`src/rtl/input_debouncer_if.sv`:
```
// -----------------------------------------------------------------------------
// input_debouncer_if
// Groups the data-path signals of the input debouncer into one bundle.
//
// Signals:
//   ENABLE     1      1 = debounce counters advance, 0 = decisions frozen
//   RAW_IN     WIDTH  raw asynchronous inputs (switches/pins)
//   CLEAN_OUT  WIDTH  debounced, registered level per channel
//   RISE       WIDTH  one-cycle pulse on an accepted 0->1 transition
//   FALL       WIDTH  one-cycle pulse on an accepted 1->0 transition
//   CHANGED    1      OR of all RISE/FALL bits, same cycle as the pulses
//
// Modports:
//   master  drives ENABLE/RAW_IN and observes the conditioned outputs
//   slave   the debouncer itself
// -----------------------------------------------------------------------------
interface input_debouncer_if #(
  parameter int WIDTH = 4
);

  logic             ENABLE;
  logic [WIDTH-1:0] RAW_IN;
  logic [WIDTH-1:0] CLEAN_OUT;
  logic [WIDTH-1:0] RISE;
  logic [WIDTH-1:0] FALL;
  logic             CHANGED;

  modport master (
    output ENABLE,
    output RAW_IN,
    input  CLEAN_OUT,
    input  RISE,
    input  FALL,
    input  CHANGED
  );

  modport slave (
    input  ENABLE,
    input  RAW_IN,
    output CLEAN_OUT,
    output RISE,
    output FALL,
    output CHANGED
  );

endinterface

```
`src/rtl/input_debouncer.sv`:
```
// -----------------------------------------------------------------------------
// input_debouncer
// Front-end conditioning stage for the downstream logic stage's IN1..IN4.
// Each raw input passes through a two-flop synchronizer and is then debounced
// by a per-channel stability counter. A new level is accepted only after the
// synchronized input has differed from the current clean level for
// STABLE_CYCLES enabled clock edges in a row; any return to the clean level
// restarts the count. Accepted transitions produce one-cycle RISE/FALL pulses
// and a combined CHANGED flag, all registered.
//
// Parameters:
//   WIDTH          number of independent channels
//   CNT_W          stability counter width (STABLE_CYCLES <= 2**CNT_W)
//   STABLE_CYCLES  enabled mismatch edges needed to accept a level (>= 1)
//
// Ports:
//   CLK   clock, all state updates on the rising edge
//   RST   synchronous reset, active-low
//   bus   slave side of input_debouncer_if (ENABLE, RAW_IN in;
//         CLEAN_OUT, RISE, FALL, CHANGED out)
// -----------------------------------------------------------------------------
module input_debouncer #(
  parameter int WIDTH         = 4,
  parameter int CNT_W         = 8,
  parameter int STABLE_CYCLES = 16
) (
  input  logic                CLK,
  input  logic                RST,
  input_debouncer_if.slave    bus
);

  // Terminal count: reaching it on a further enabled mismatch accepts the level.
  localparam logic [CNT_W-1:0] LAST_CNT = CNT_W'(STABLE_CYCLES - 1);

  logic [WIDTH-1:0] sync1_q;
  logic [WIDTH-1:0] sync1_d;
  logic [WIDTH-1:0] sync2_q;
  logic [WIDTH-1:0] sync2_d;
  logic [WIDTH-1:0] clean_q;
  logic [WIDTH-1:0] clean_d;
  logic [WIDTH-1:0] rise_q;
  logic [WIDTH-1:0] rise_d;
  logic [WIDTH-1:0] fall_q;
  logic [WIDTH-1:0] fall_d;
  logic             changed_q;
  logic             changed_d;
  logic [CNT_W-1:0] cnt_q [WIDTH];
  logic [CNT_W-1:0] cnt_d [WIDTH];

  // Next-state logic: synchronizer shift plus per-channel debounce decision.
  always_comb begin
    sync1_d = bus.RAW_IN;
    sync2_d = sync1_q;
    clean_d = clean_q;
    rise_d  = {WIDTH{1'b0}};
    fall_d  = {WIDTH{1'b0}};
    for (int i = 0; i < WIDTH; i++) begin
      cnt_d[i] = cnt_q[i];
      if (sync2_q[i] == clean_q[i]) begin
        // Input agrees with the accepted level: any partial progress is a
        // glitch and is discarded, whether or not counting is enabled.
        cnt_d[i] = {CNT_W{1'b0}};
      end else if (!bus.ENABLE) begin
        // Frozen: hold the count so re-enabling resumes where it stopped.
        cnt_d[i] = cnt_q[i];
      end else if (cnt_q[i] >= LAST_CNT) begin
        // The >= also recovers a corrupted counter instead of letting it run
        // past the terminal value.
        clean_d[i] = sync2_q[i];
        cnt_d[i]   = {CNT_W{1'b0}};
        rise_d[i]  = sync2_q[i];
        fall_d[i]  = ~sync2_q[i];
      end else begin
        cnt_d[i] = cnt_q[i] + CNT_W'(1);
      end
    end
    changed_d = |(rise_d | fall_d);
  end

  // State and output registers with synchronous active-low reset.
  always_ff @(posedge CLK) begin
    if (!RST) begin
      sync1_q   <= {WIDTH{1'b0}};
      sync2_q   <= {WIDTH{1'b0}};
      clean_q   <= {WIDTH{1'b0}};
      rise_q    <= {WIDTH{1'b0}};
      fall_q    <= {WIDTH{1'b0}};
      changed_q <= 1'b0;
      for (int i = 0; i < WIDTH; i++) begin
        cnt_q[i] <= {CNT_W{1'b0}};
      end
    end else begin
      sync1_q   <= sync1_d;
      sync2_q   <= sync2_d;
      clean_q   <= clean_d;
      rise_q    <= rise_d;
      fall_q    <= fall_d;
      changed_q <= changed_d;
      for (int i = 0; i < WIDTH; i++) begin
        cnt_q[i] <= cnt_d[i];
      end
    end
  end

  assign bus.CLEAN_OUT = clean_q;
  assign bus.RISE      = rise_q;
  assign bus.FALL      = fall_q;
  assign bus.CHANGED   = changed_q;

endmodule

```
`src/flat_wrapper.sv`:
```
// flat-port wrapper written by rule: the top's interface ports become plain ports
module input_debouncer_flat 
#(
  parameter int WIDTH         = 4,
  parameter int CNT_W         = 8,
  parameter int STABLE_CYCLES = 16
)
  (CLK, RST, bus_ENABLE, bus_RAW_IN, bus_CLEAN_OUT, bus_RISE, bus_FALL, bus_CHANGED);
  input_debouncer_if #(.WIDTH(WIDTH)) bus_i ();
  input  logic CLK;
  input  logic RST;
  input wire logic [$bits(bus_i.ENABLE)-1:0] bus_ENABLE;
  input wire logic [$bits(bus_i.RAW_IN)-1:0] bus_RAW_IN;
  output wire logic [$bits(bus_i.CLEAN_OUT)-1:0] bus_CLEAN_OUT;
  output wire logic [$bits(bus_i.RISE)-1:0] bus_RISE;
  output wire logic [$bits(bus_i.FALL)-1:0] bus_FALL;
  output wire logic [$bits(bus_i.CHANGED)-1:0] bus_CHANGED;
  assign bus_i.ENABLE = bus_ENABLE;
  assign bus_i.RAW_IN = bus_RAW_IN;
  assign bus_CLEAN_OUT = bus_i.CLEAN_OUT;
  assign bus_RISE = bus_i.RISE;
  assign bus_FALL = bus_i.FALL;
  assign bus_CHANGED = bus_i.CHANGED;
  input_debouncer #(.WIDTH(WIDTH), .CNT_W(CNT_W), .STABLE_CYCLES(STABLE_CYCLES)) u_core (.CLK(CLK), .RST(RST), .bus(bus_i));
endmodule
```
`config.mk`:
```
export PLATFORM = sky130hd
export DESIGN_NAME = input_debouncer_flat
export DESIGN_NICKNAME = d
export VERILOG_FILES = /design/src/rtl/input_debouncer_if.sv /design/src/rtl/input_debouncer.sv /design/src/flat_wrapper.sv
export SDC_FILE = /design/constraint.sdc
export NUM_CORES = 1
export LEC_CHECK = 0
export CAP_MARGIN = 25
export CORE_ASPECT_RATIO = 0.6
export CORE_MARGIN = 2
export CORE_UTILIZATION = 50
export DETAILED_ROUTE_END_ITERATION = 10
export MAX_ROUTING_LAYER = met4
export PLACE_DENSITY = 0.74
export SLEW_MARGIN = 15
export SYNTH_ARGS = -nofsm -noshare
export SYNTH_HDL_FRONTEND = slang
export SYNTH_SLANG_ARGS = --single-unit
export TNS_END_PERCENT = 100
```
`constraint.sdc`:
```
create_clock -name CLK -period 1.25 [get_ports CLK]
set_input_delay 0.1875 -clock CLK [delete_from_list [all_inputs] [get_ports CLK]]
set_output_delay 0.1875 -clock CLK [all_outputs]
set_load 0.1 [all_outputs]
```
==> summary.md <==
| Metric | Value |
|---|---|
| Status | `finished with violations` |
| Failing checks | `setup timing` |
| DRC | `0` |
| Finish-stage setup viols | `5` |
| Synth-to-Final Area Change | `44.21%` |
| Ys Warns | `0` |
| Slew @ Worst Pin | `0.4333 ns` |
| Reg-to-Reg Start | `u_core.cnt_q[0][7]$_SDFFE_PP0P_` |
| Pins Over Slew Limit | `0` |
| R2r setup slk | `-0.02 ns` |
| Fmax | `787.4 MHz` |
| Worst EP arrival | `1.51 ns` |
| WL per Instance | `14.06 µm` |
| Unrepaired setup endpoints after global routing | `yes` |
| Total nets after synthesis | `206` |
| Hold Crit Class | `reg -> reg` |
| Post-DP HPWL | `2.651 mm` |
| Pre-CTS setup slack | `-0.3587 ns` |
| GRT overflow | `0` |
| Ratio of cells with drive above 1 in the final layout | `44.49%` |
| CTS tree | `built` |
| Crit path launch | `u_core.cnt_q[0][7]$_SDFFE_PP0P_` |
| CTS Root Cell | `clkbuf_8` |
| Pwr Total | `2.794 mW` |
| Die Footprint | `0.004745 mm²` |
| Largest cells by area after synthesis | `dfxtp_1 (51%), xor2_1 (6.3%), nor2_1 (4.5%)` |
| Post-synth top area share | `50.60%` |
| Largest net degree at the start of global routing | `17` |
| H-Tree Depth | `2` |
| Initial Utilization | `51.44%` |
| Syn avg cell area | `10.75 µm²` |
| PwrDens | `924.0 mW/mm²` |
| Vias in the first global route | `1,409` |
| Vias/cell | `5.052` |
| Max_slew headroom | `71.01%` |
| Placed Cells | `292` |
| Detail Route Antenna Nets | `0` |
| Drt pass-1 iters | `4` |
| Final worst slack | `-0.02000 ns` |
| Worst-Skew Late Latency | `0.30 ns` |
| Crit path capture | `u_core.cnt_q[0][0]$_SDFFE_PP0P_` |
| Core footprint | `0.004076 mm²` |
| Static Leak | `1.159 nW` |
| CTS Sinks | `53` |
| CP Capture Type | `register` |
| Synth unique cells | `29` |
| Startpoint types | `register` |
| Die Y | `54.17 µm` |
| Max-cap violations | `0` |
| Synthesized cell area | `0.002097 mm²` |
| Final Non-Filler Cells | `305` |
| Top Ports | `20` |
| Final wirelength | `4.287 mm` |
| R2r endpoint | `u_core.cnt_q[0][0]$_SDFFE_PP0P_` |
| CTS Buf Count | `5` |
| First-pass GRT wire length | `6.893 mm` |
| Seq/Total Area, Yosys | `50.60%` |
| Fin crit period | `1.270 ns` |
| Initial DRC count | `39` |
| Fin util | `74.19%` |
| CTS Buffer Depth | `2` |
| Die width | `87.61 µm` |
| Final Wtd Congestion | `0.8069` |
| Std-Cell Rows | `18` |
| Final hold violation count | `0` |
| All-Layer GR Usage | `19.81%` |
| Fillers | `254` |
| Initial antenna violation count | `0` |
| Clock Skews | `0.007567 ns` |
| DR vias | `1,541` |
| Port-buffer cells | `19` |
| Part of the cycle the worst path needs | `101.6%` |
| WP data required | `1.49 ns` |
| Clock slew at reported path FFs | `0.10 ns` |
| Crit Path Category | `reg -> reg` |
| Post-Synthesis Cells | `195` |
| Flops & latches, synth | `53` |
| Synth area leader | `dfxtp_1` |
| Diode count | `0` |
| Nets@finish | `255` |
| Critical path fanouts, max | `7` |
| Max VDD drop | `0.0007619 V` |
| Path depth of the worst reg2reg path | `4` |
## worst min path at each step
stage / cells after the start / slack, ns / startpoint / to
after floorplan: 1 / 0.31 / bus_RAW_IN[0] / u_core.sync1_q[0]$_SDFF_PN0_
after global placement: 1 / 0.42 / u_core.sync1_q[3]$_SDFF_PN0_ / u_core.sync2_q[3]$_SDFF_PN0_
after detailed placement: 1 / 0.42 / u_core.sync1_q[0]$_SDFF_PN0_ / u_core.sync2_q[0]$_SDFF_PN0_
after CTS: 1 / 0.44 / u_core.sync1_q[3]$_SDFF_PN0_ / u_core.sync2_q[3]$_SDFF_PN0_
after global routing: 1 / 0.45 / u_core.sync1_q[0]$_SDFF_PN0_ / u_core.sync2_q[0]$_SDFF_PN0_
final: 1 / 0.44 / u_core.sync1_q[3]$_SDFF_PN0_ / u_core.sync2_q[3]$_SDFF_PN0_
## state kept, by name, summed over array words and instances (netlist names)
signal / flops
u_core.cnt_q: 32
u_core.bus.CLEAN_OUT: 4
u_core.bus.FALL: 4
u_core.bus.RISE: 4
u_core.sync1_q: 4
u_core.sync2_q: 4
u_core.bus.CHANGED: 1
## Yosys cell counts
library cell,instances
nor3b_1,8
a21boi_2,2
mux2i_1,8
nor4_2,2
and2_1,8
clkbuf_1,1
and3_1,7
nand2_1,10
xor2_1,15
nand3b_4,4
nand2b_1,2
xnor2_1,5
ha_1,4
nor4_4,2
nand3_1,7
a22oi_1,2
and3_2,2
a32oi_1,1
dfxtp_1,53
and4_1,2
nand4_1,4
inv_1,1
buf_2,4
nor2b_1,5
a31oi_1,4
a21oi_2,4
and4_2,2
a21boi_1,1
nor2_1,25
## final cells by class
cell class                 count  area (µm²)  share of cell area, %
clock inverter                 2       15.01                 0.4965
multi-input combinational    136        1216                  40.22
timing repair buffer          47       538.0                  17.79
inverter                       1       7.507                 0.2482
sequential                    53        1100                  36.37
tap                           60       75.07                  2.482
clock buffer                   6       72.57                  2.400
## cell families (layout without fill, tap and decap cells)
kind of cell	Yosys count	count (layout)	share of synthesized area, %
buffers and inverters	6	56	1.312
flip-flops	53	53	50.60
adder cells (fa/ha/maj)	4	4	2.387
multiplexers	8	8	3.819
XOR/XNOR	20	20	8.353
AND/OR/NAND/NOR	90	90	28.10
AO/OA/AOI/OAI	14	14	5.429
## report_power, final
group | leakage, nW | total [mW] | internal [mW] | switching (mW)
clock network | 0.0374 | 0.958 | 0.396 | 0.562
registers | 0.439 | 1.70 | 1.69 | 0.0102
logic | 0.683 | 0.140 | 0.0727 | 0.0671
total | 1.16 | 2.79 | 2.16 | 0.639
## cells in the final DEF (no fill, tap or decap), drive strengths merged, types with 7 or more instances in the layout
master,synthesis,routed
nor3b,8,8
nand2,10,10
and2,8,8
dfxtp,53,53
xor2,15,15
clkbuf,1,7
buf,4,40
and3,9,9
nor2,25,25
nand3,7,7
mux2i,8,8
## critical path: stages, from the launching register on
cell and delay, ns:
dfxtp_2 0.35, nor4_4 0.32, a21boi_4 0.13, nand3b_4 0.24, nor2_2 0.16
## stage by stage
step	TNS, ns	instance area, µm²	hold WS, ns
finish	-0.05352	3024	0.4407
global route	-0.9942	3024	0.4486
CTS	0	2839	0.4434
detailed placement	-12.19	2656	0.4209
global placement	-11.32	2656	0.4157
floorplan	0	2112	0.3148
## metal layers
metal	up-vias	part of all wire, %	GRT usage (%)
met5	-	0	-
met4	0	1.0	5.641
met3	7	2.8	5.828
met2	18	46	28.79
met1	739	50	26.87
li1	777	-	-
## what timing repair did
| item | CTS | global route |
|---|---|---|
| pin swaps | 6 | 19 |
| hold buffers | 0 | 0 |
| buffers inserted | 1 | 4 |
| gates resized for setup | 22 | 38 |
| setup endpoints to repair | 39 | 39 |
No activity file was read; power rests on OpenSTA's default activity.
